[config.mk]
export PLATFORM = sky130hd
export DESIGN_NAME = multi_vib_sched
export DESIGN_NICKNAME = d
export VERILOG_FILES = /design/src/rtl/multi_vib_sched.sv
export SDC_FILE = /design/constraint.sdc
export NUM_CORES = 1
export LEC_CHECK = 0
export ABC_AREA = 1
export CORE_MARGIN = 4
export CORE_UTILIZATION = 58
export DETAILED_ROUTE_END_ITERATION = 8
export PLACE_DENSITY = 0.84
export SLEW_MARGIN = 20
export SYNTH_ARGS = -nofsm -noshare
export SYNTH_HDL_FRONTEND = slang
export SYNTH_SLANG_ARGS = --single-unit
[constraint.sdc]
create_clock -name clk -period 3.95 [get_ports clk]
set_input_delay 0.5925 -clock clk [delete_from_list [all_inputs] [get_ports clk]]
set_output_delay 0.5925 -clock clk [all_outputs]
set_load 0.005 [all_outputs]
[src/rtl/multi_vib_sched.sv]
// multi_vib_sched: round-robin scheduler sharing one monostable pulse generator among N triggers.
// Define MVS_RETRIGGER_EN to make the owner's rise during its pulse reload the width counter.
module multi_vib_sched #(
    parameter int N   = 4,
    parameter int W   = 8,
    parameter int GAP = 2
) (
    input  logic                 clk,
    input  logic                 rst,
    input  logic [N-1:0]         sig,
    input  logic [W-1:0]         pw,
    output logic                 out,
    output logic [N-1:0]         grant,
    output logic [$clog2(N)-1:0] gnt_id,
    output logic                 busy,
    output logic [N-1:0]         pending,
    output logic                 miss
);
    localparam int IW = $clog2(N);
    localparam int GW = (GAP > 1) ? $clog2(GAP) : 1;
    localparam logic [1:0] S_IDLE  = 2'd0;
    localparam logic [1:0] S_PULSE = 2'd1;
    localparam logic [1:0] S_GAP   = 2'd2;

    logic [1:0]    r_state;
    logic [N-1:0]  r_sig_q, r_grant, r_pending;
    logic [IW-1:0] r_ptr, r_gnt_id;
    logic [W-1:0]  r_cnt;
    logic [GW-1:0] r_gcnt;
    logic          r_out, r_busy, r_miss;

    logic [N-1:0]  w_rise, w_req, w_cand;
    logic [IW-1:0] w_win;
    logic [W-1:0]  w_cnt_ld;
    logic          w_retrig, w_arb, w_found;

    assign w_rise = sig & ~r_sig_q;
`ifdef MVS_RETRIGGER_EN
    assign w_retrig = (r_state == S_PULSE) && w_rise[r_gnt_id];
`else
    assign w_retrig = 1'b0;
`endif
    // the owner's rise that retriggers is consumed here and never reaches the queue
    assign w_req    = w_rise & ~(w_retrig ? r_grant : '0);
    assign w_cand   = r_pending | w_req;
    assign w_cnt_ld = (pw == '0) ? '0 : pw - 1'b1;
    assign w_arb    = (r_state == S_IDLE) || (r_state == S_GAP && r_gcnt == '0) ||
                      (GAP == 0 && r_state == S_PULSE && r_cnt == '0 && !w_retrig);

    always_comb begin
        w_found = 1'b0;
        w_win   = '0;
        for (int j = 0; j < N; j++) begin
            if (!w_found && w_cand[(int'(r_ptr) + j) % N]) begin
                w_found = 1'b1;
                w_win   = IW'((int'(r_ptr) + j) % N);
            end
        end
    end

    always_ff @(posedge clk) begin
        if (rst) begin
            r_state   <= S_IDLE;
            r_sig_q   <= '0;
            r_grant   <= '0;
            r_pending <= '0;
            r_ptr     <= '0;
            r_gnt_id  <= '0;
            r_cnt     <= '0;
            r_gcnt    <= '0;
            r_out     <= 1'b0;
            r_busy    <= 1'b0;
            r_miss    <= 1'b0;
        end else begin
            r_sig_q   <= sig;
            r_miss    <= |(w_req & r_pending);
            r_pending <= w_cand;
            if (w_arb && w_found) begin
                r_state   <= S_PULSE;
                r_out     <= 1'b1;
                r_busy    <= 1'b1;
                r_grant   <= N'(1) << w_win;
                r_gnt_id  <= w_win;
                r_pending <= w_cand & ~(N'(1) << w_win);
                r_cnt     <= w_cnt_ld;
                r_ptr     <= (w_win == IW'(N - 1)) ? '0 : w_win + 1'b1;
            end else if (w_arb) begin
                r_state <= S_IDLE;
                r_out   <= 1'b0;
                r_busy  <= 1'b0;
                r_grant <= '0;
            end else if (r_state == S_PULSE) begin
                if (w_retrig)
                    r_cnt <= w_cnt_ld;
                else if (r_cnt == '0) begin
                    r_state <= S_GAP;
                    r_out   <= 1'b0;
                    r_grant <= '0;
                    r_gcnt  <= GW'(GAP - 1);
                end else
                    r_cnt <= r_cnt - 1'b1;
            end else
                r_gcnt <= r_gcnt - 1'b1;
        end
    end

    assign out     = r_out;
    assign grant   = r_grant;
    assign gnt_id  = r_gnt_id;
    assign busy    = r_busy;
    assign pending = r_pending;
    assign miss    = r_miss;
endmodule

Word-level counts from Yosys, hierarchy flattened
Index checks and enable logic that the tools add are counted.
{"block": "word_totals", "latch_bits": 0, "ramBits": 0, "elab_cells": 109, "mem_count": 0, "out_inout_bits": 13, "register_bits": 30, "romBits": 0}
{"block": "op_classes", "bitwise_logic": 12, "n_addsub": 7, "mul": 0, "shifts": 1, "n_mux": 42, "n_lt_le_gt_ge": 4, "n_div": 0, "reduce_logical": 25, "n_eq_ne": 6}
{"cell": "2-to-1 mux 8 bit", "n": 5}
{"cell": "2-to-1 mux 1 bit", "n": 23}
{"cell": "2-to-1 mux 4 bit", "n": 5}
{"cell": "logical NOT 8 bit", "n": 2}
{"cell": "subtractor 8 x 1 -> 8 bit, second input constant", "n": 2}
{"cell": "bitwise AND 4 bit", "n": 3}
{"cell": "less-than comparator 3 x 4 -> 1 bit, second input constant", "n": 3}
{"cell": "2-to-1 mux 2 bit", "n": 5}
{"cell": "binary-select mux 1 bit (select 2 bit)", "n": 4}
{"cell": "inverter 4 bit", "n": 2}
{"cell": "AND reduction 3 bit", "n": 2}
{"cell": "nonzero test 3 bit", "n": 2}
{"cell": "OR reduction 2 bit", "n": 3}
{"cell": "logical AND 1 bit", "n": 5}
{"cell": "adder 2 x 1 -> 2 bit, second input constant", "n": 2}
{"cell": "adder 2 bit, second input constant", "n": 2}
{"cell": "equality test 2 bit, second input constant", "n": 2}
{"cell": "!= test 2 x 1 -> 1 bit, second input constant", "n": 2}
{"cell": "bitwise OR 4 bit", "n": 1}
{"cell": "AND reduction 2 bit", "n": 2}
{"cell": "nonzero test 2 bit", "n": 2}
{"cell": "OR reduction 4 bit", "n": 1}
{"cell": "<< shifter 1 x 2 -> 4 bit, first input constant", "n": 1}
{"cell": "bitwise AND 1 bit, first input constant", "n": 3}
{"cell": "9 further kinds", "n": 13}

Depth between registers and ports, before layout
Gate-level depths: netlist (run 1).
{"block": "logic_depth", "ltp_word": 19, "depth_mapped": 15}

Worst setup path after synthesis (run 1)
OpenSTA, ideal clock, no wires.
{"block": "synth_timing", "path_kind": "input to register", "start": "input port sig[3]", "end": "register r_ptr[1]", "t_required_ns": 3.831, "cell_stages": 11, "slack_ns": 1.946, "setup_ns": 0.119, "arrival_time_ns": 1.885, "path_buffers": 0, "path_cell_list": "nand2_1 -> nand3_1 -> nand3_1 -> nand2_1 -> nor2_4 -> nand3_4 -> nand3_2 -> inv_1 -> ha_1 -> o21ai_1 -> a21oi_1"}
{"block": "synth_via", "elab_chain_len": 16, "elab_cells_between_ends": 31}
{"element": "start: declaration", "line_no": "10", "source": "input logic [N-1:0] sig,"}
{"element": "bitwise AND 4 bit *", "line_no": "37", "source": "assign w_rise = sig & ~r_sig_q;"}
{"element": "bitwise OR 4 bit *", "line_no": "45", "source": "assign w_cand = r_pending | w_req;"}
{"element": "binary-select mux 1 bit (select 2 bit)", "line_no": "54", "source": "if (!w_found && w_cand[(int'(r_ptr) + j) % N]) begin"}
{"element": "2-to-1 mux 1 bit (implied by the code)", "line_no": "54"}
{"element": "2-to-1 mux 1 bit", "line_no": "54"}
{"element": "logical NOT 1 bit", "line_no": "54"}
{"element": "logical AND 1 bit", "line_no": "54"}
{"element": "2-to-1 mux 1 bit", "line_no": "54"}
{"element": "logical NOT 1 bit", "line_no": "54"}
{"element": "logical AND 1 bit", "line_no": "54"}
{"element": "2-to-1 mux 1 bit", "line_no": "54"}
{"element": "logical NOT 1 bit", "line_no": "54"}
{"element": "logical AND 1 bit", "line_no": "54"}
{"element": "2-to-1 mux 2 bit *", "line_no": "54"}
{"element": "net w_win[0]", "line_no": "33", "source": "logic [IW-1:0] w_win;"}
{"element": "adder 2 x 1 -> 2 bit or equality test 2 bit (tied branches)", "line_no": "86", "source": "r_ptr <= (w_win == IW'(N - 1)) ? '0 : w_win + 1'b1;"}
{"element": "2-to-1 mux 2 bit *", "line_no": "86"}
{"element": "end signal: assignment", "line_no": "86"}
{"element": "end: declaration", "line_no": "27", "source": "logic [IW-1:0] r_ptr, r_gnt_id;"}
The timed path passes the listed nets; every way through them passes the cells marked *. The select of a mux whose other input is x is not followed.
A chain may end at the register's enable or synchronous reset.

Final worst setup path (run 1)
Same ends and word-level chain as after synthesis.

==> results of run 1 <==
==> cell usage after synthesis (3+ instances only) <==
master   number
nand2_1      57
inv_1        43
a21oi_1      19
nor3_1        5
nand3_1      27
nor2_1       41
dfxtp_1      29
xor2_1        4
xnor2_1       3
nand3_2       4
ha_1          8
o21ai_0      13
==> power by group <==
group	total [mW]	switching [mW]	internal, mW
Sequential	0.478	0.0842	0.394
Combinational	1.04	0.630	0.408
Clock	0.262	0.111	0.151
Total	1.78	0.825	0.953
==> final cells by class <==
type                       count  area, um^2
multi-input combinational    197        1049
clock buffer                   7       55.05
clock inverter                 1       30.03
timing repair buffer          27       267.8
inverter                      46       176.4
tap                           44       55.05
sequential                    29       580.6
fill                         265       839.6
==> worst max-delay path, stage by stage <==
cell and delay, ps:
clkdlybuf4s50_1 430, nand2_1 140, nand3_1 110, nand3_1 140, nand2_1 110, nor2_4 160, nand3_4 150, nand3_2 130
inv_1 70, ha_1 290, o21ai_1 130, a21oi_1 50
==> placed cells by master (no fill, tap or decap), types with 2 or more instances in the layout <==
cell,n
a21oi_1,19
clkbuf_4,5
clkdlybuf4s50_1,26
dfxtp_1,29
ha_1,8
inv_1,43
nand2_1,57
nand2_2,2
nand3_1,27
nand3_2,4
nor2_1,41
nor3_1,5
o21ai_0,13
o22ai_1,2
xnor2_1,3
xor2_1,4
==> logic make-up (layout without fill, tap and decap cells) <==
kind of cell / after synthesis / after routing / synth area share, %
simple gates: 143 / 143 / 35.75
buf+inv: 50 / 81 / 11.67
compound gates: 38 / 38 / 11.47
flops: 29 / 29 / 31.48
fa+ha+maj: 8 / 8 / 5.428
xor+xnor: 8 / 8 / 4.207
==> flip-flops by register name, summed over array words and instances (netlist names) <==
register,count
r_ptr,2
r_cnt,8
grant,4
gnt_id,2
pending,4
out,1
busy,1
miss,1
r_state,1
r_gcnt,1
r_sig_q,4
==> metrics by stage <==
step,cell area (um^2),hold slack (ps),setup WS [ps]
final,2213,472.3,1669
after CTS,2213,473.3,1671
after global placement,2128,452.2,1388
after floorplan,1844,457.3,1946
after detailed placement,2128,459.8,1314
after global routing,2213,497.5,1525
==> per-layer routing <==
metal / track usage, % / up-vias / wire length, um
met2: 40.59 / 43 / 2135
met1: 24.97 / 820 / 1736
li1: - / 929 / -
met5: 0 / - / 0
met4: 9.499 / 0 / 80
met3: 5.272 / 9 / 157
==> worst min-delay path by stage <==
stage	to	start	slack, ps
after floorplan	r_cnt[7]	r_cnt[7]	460
after global placement	grant[2]	grant[2]	450
after detailed placement	grant[1]	grant[1]	460
after CTS	grant[1]	grant[1]	470
after global routing	grant[0]	grant[0]	500
final	gnt_id[0]	gnt_id[0]	470
==> impl_metrics.csv, run 1 <==
group,metric,value,unit
sta,relSlewSlack,61.96,%
sta,fin_crit_sh,57.74,%
setup_path,cp.required,4190,ps
synth,synth_cells,276,
sta,setup_violations,0,
synth,ys_types,32,
place,numPortBuffers,26,
clock_network,cts_tree,"built",
floorplanning,rows,20,
detailed_routing,wirelength,4110,um
detailed_routing,avgViaCountPerCell,5.131,
hold_path,hold_class,"flip-flop to flip-flop",
detailed_routing,num_vias,1801,
detailed_routing,route.detailed.drc,0,
synth,synth_area,1844,um^2
synth,avgSynthCellArea,6.682,um^2
synth,async_reset_ff_share,0,%
setup_path,rrSetupSlack,1840,ps
grt,grt_pass1_vias,1727,
setup_path,crit_type,"primary input to flip-flop",
sta,drv_slew,0,
clock_network,clockBufferDepth,2,
sta,rsz0062_at_grt,"false",
sta,fmax,438.4,MHz
place,gp_congestion,0.8909,
detailed_routing,post_drt_wl_per_cell,11.71,um
layout,area_delta_synth_final,20.01,%
pwr,power.density,803.4,nW/um^2
grt,grt_pass1_wl,7320,um
grt,grt_max_degree,21,
layout,antenna_cells,0,
setup_path,endpoint_kind,"flip-flop",
layout,nets,328,
hold_path,min_path_cells,2,
synth,synth_nets,298,
grt,gr-total-overflow,0,
clock_network,holdBufCountCts,0,
setup_path,crit_end,"r_ptr[1]",
place,place_inst,343,
detailed_routing,final_antenna_net_count,0,
floorplanning,die_h,64.39,um
setup_path,r2r-end,"r_ptr[1]",
floorplanning,core_area,3053,um^2
detailed_routing,drt-initial-drc-count,119,
synth,synth_seq_cells,29,
clock_network,path_clk_slew,100,ps
sta,finalHoldViolCount,0,
layout,layout-drive-gt1-share,8.795,%
synth,yosysSeqAreaShare,31.48,%
clock_network,postCtsSetupBuffers,0,
flow_run,drv_cap,0,
pwr,p_leak,1.076,nW
synth,ys.flop_type,"dfxtp_1",
floorplanning,die_w,64.39,um
sta,finalClockSkew,5.821,ps
setup_path,r2r_cells,10,
layout,final_core_util,72.50,%
synth,synth_edf_count,0,
setup_path,startpoint,"sig[3]",
clock_network,root_buffer,"clkbuf_4",
synth,yosys.area.top_type,"dfxtp_1",
setup_path,arrival,2520,ps
synth,ys_warn_count,0,
clock_network,post_cts_resized,0,
detailed_routing,firstDrtPassIters,4,
clock_network,cts_sinks,29,
grt,grt_usage,22.49,%
synth,ys_top_cells_by_area,"dfxtp_1 (31%), nand2_1 (12%), inv_1 (8.8%), nor2_1 (8.3%), nand3_1 (7.3%)",
clock_network,htreeDepth,2,
setup_path,cp_max_fo,8,
floorplanning,die-area,4146,um^2
clock_network,numCtsBuffers,5,
sta,fin_crit,2281,ps
floorplanning,pin_count,27,
setup_path,r2r-start,"r_ptr[0]",
floorplanning,start_util,60.41,%
sta,tightest_slew,569.9,ps
setup_path,critPathLaunchType,"primary input",
layout,fin_cells,351,
grt,grt_antenna_before_repair,0,
clock_network,clock_latency,340,ps
synth,netlist.area_leader.share,31.48,%
place,dp_hpwl,3101,um
sta,setup_tns,0,ps
pwr,power,1.778,mW
outcome,status,"finished, final reports clean",
pwr,vdd_drop_max,392.8,uV
Power figures use the tool's default switching activity.
==> run 2, diff against run 1 <==
Settings changed: CORE_UTILIZATION 58 to 54, PLACE_DENSITY 0.84 to 0.79.
Clock period 3.95 ns to 2.2 ns, I/O delays scaled along.
==> impl_metrics.csv, run 2 (synthesized netlist as in run 1, its figures left out) <==
group,metric,value,unit
clock_network,cts_tree,"built",
clock_network,clock_latency,340,ps
clock_network,numCtsBuffers,5,
sta,fin_crit_sh,90.03,%
layout,antenna_cells,0,
layout,most-common-layout-cells,"nand2_1 (57), inv_1 (43), nor2_1 (41)",
setup_path,critPathLaunchType,"flip-flop",
detailed_routing,final_antenna_net_count,0,
outcome,status,"finished, final reports clean",
clock_network,htreeDepth,2,
detailed_routing,avgViaCountPerCell,4.953,
grt,gr-total-overflow,0,
setup_path,endpoint_kind,"flip-flop",
layout,top_register,"r_cnt",
sta,relSlewSlack,59.32,%
grt,grt_usage,21.70,%
floorplanning,core_area,3153,um^2
detailed_routing,firstDrtPassIters,4,
pwr,p_leak,1.116,nW
sta,tightest_slew,609.5,ps
floorplanning,rows,20,
sta,fin_crit,1981,ps
detailed_routing,wirelength,4076,um
clock_network,root_buffer,"clkbuf_4",
hold_path,worstHoldStart,"gnt_id[0]",
floorplanning,pin_count,27,
setup_path,cp.required,2440,ps
floorplanning,die_w,66.44,um
clock_network,path_clk_slew,100,ps
setup_path,cp_max_fo,6,
place,dp_hpwl,3333,um
sta,finalClockSkew,10.98,ps
grt,grt_antenna_before_repair,0,
sta,drv_slew,0,
hold_path,hold_class,"flip-flop to flip-flop",
setup_path,arrival,2220,ps
detailed_routing,post_drt_wl_per_cell,11.32,um
layout,final_common_cell,"nand2_1",
setup_path,r2r-start,"r_ptr[0]",
floorplanning,die-area,4414,um^2
grt,grt_pass1_vias,1718,
detailed_routing,route.detailed.drc,0,
place,place_area,2221,um^2
flow_run,drv_cap,0,
floorplanning,start_util,58.49,%
place,numPortBuffers,26,
setup_path,startpoint,"r_ptr[0]",
layout,fillers,301,
sta,fmax,504.9,MHz
clock_network,clockBufferDepth,2,
pwr,power.density,1395,nW/um^2
grt,grt_max_degree,14,
clock_network,post_cts_resized,0,
grt,grt_pass1_wl,7203,um
floorplanning,die_h,66.44,um
pwr,power,3.169,mW
setup_path,crit_type,"flip-flop to flip-flop",
sta,finalHoldViolCount,0,
pwr,vdd_drop_max,685.4,uV
layout,largest_reg_flops,8,
place,gp_congestion,0.8868,
layout,final_core_util,72.06,%
detailed_routing,drt-initial-drc-count,84,
clock_network,holdBufCountCts,0,
sta,setup_violations,0,
sta,rsz0062_at_grt,"false",
sta,holdWs,472.0,ps
layout,nets,337,
layout,area_delta_synth_final,23.20,%
layout,design_area,2272,um^2
layout,layout-drive-gt1-share,11.39,%
detailed_routing,num_vias,1783,
clock_network,postCtsSetupBuffers,0,
clock_network,cts_sinks,29,
sta,setup_tns,0,ps
run 2: layout make-up:
cell class / instances / area, um^2 / area share [%]
Timing Repair Buffer: 36 / 360.3 / 15.86
Clock inverter: 2 / 10.01 / 0.4405
Multi-Input combinational cell: 197 / 1049 / 46.15
Clock buffer: 6 / 41.29 / 1.817
Inverter: 46 / 176.4 / 7.764
Tap cell: 44 / 55.05 / 2.423
Sequential cell: 29 / 580.6 / 25.55
run 2: report_power, final:
group	internal (mW)	switching, mW	total (mW)
sequential	0.707	0.139	0.847
clock	0.121	0.195	0.316
combinational	0.847	1.16	2.01
run 2: final timing paths:
| check | end | slack, ps | cells past startpoint |
|---|---|---|---|
| worst min register to register | gnt_id[0] | 470 | 2 |
| worst min-delay path | gnt_id[0] | 470 | 2 |
| worst max register to register | r_ptr[1] | 220 | 12 |
| worst max-delay path | r_ptr[1] | 220 | 12 |
run 2: per-layer routing:
metal / wire length, um / track usage (%) / share of wire (%)
met4: 105 / 10.66 / 2.6
met1: 1700 / 23.12 / 42
met3: 152 / 5.782 / 3.7
met2: 2118 / 38.91 / 52
met5: 0 / 0 / 0
run 2: stage by stage:
step                std cells  worst slack (ps)
finish                    360             219.3
global route              360             28.28
CTS                       360             217.2
detailed placement        352            -48.93
global placement          352             10.02
floorplan                 276             423.8
run 2: critical path, cell delays in order, from the launching register on:
cell,delay (ps)
dfxtp_1,470
buf_4,200
xor2_2,220
nand3_2,110
nand2_2,110
nor2_4,50
nand3_1,60
nand2_1,50
inv_1,40
nand2_1,100
ha_1,290
o21ai_1,140
a21oi_1,50
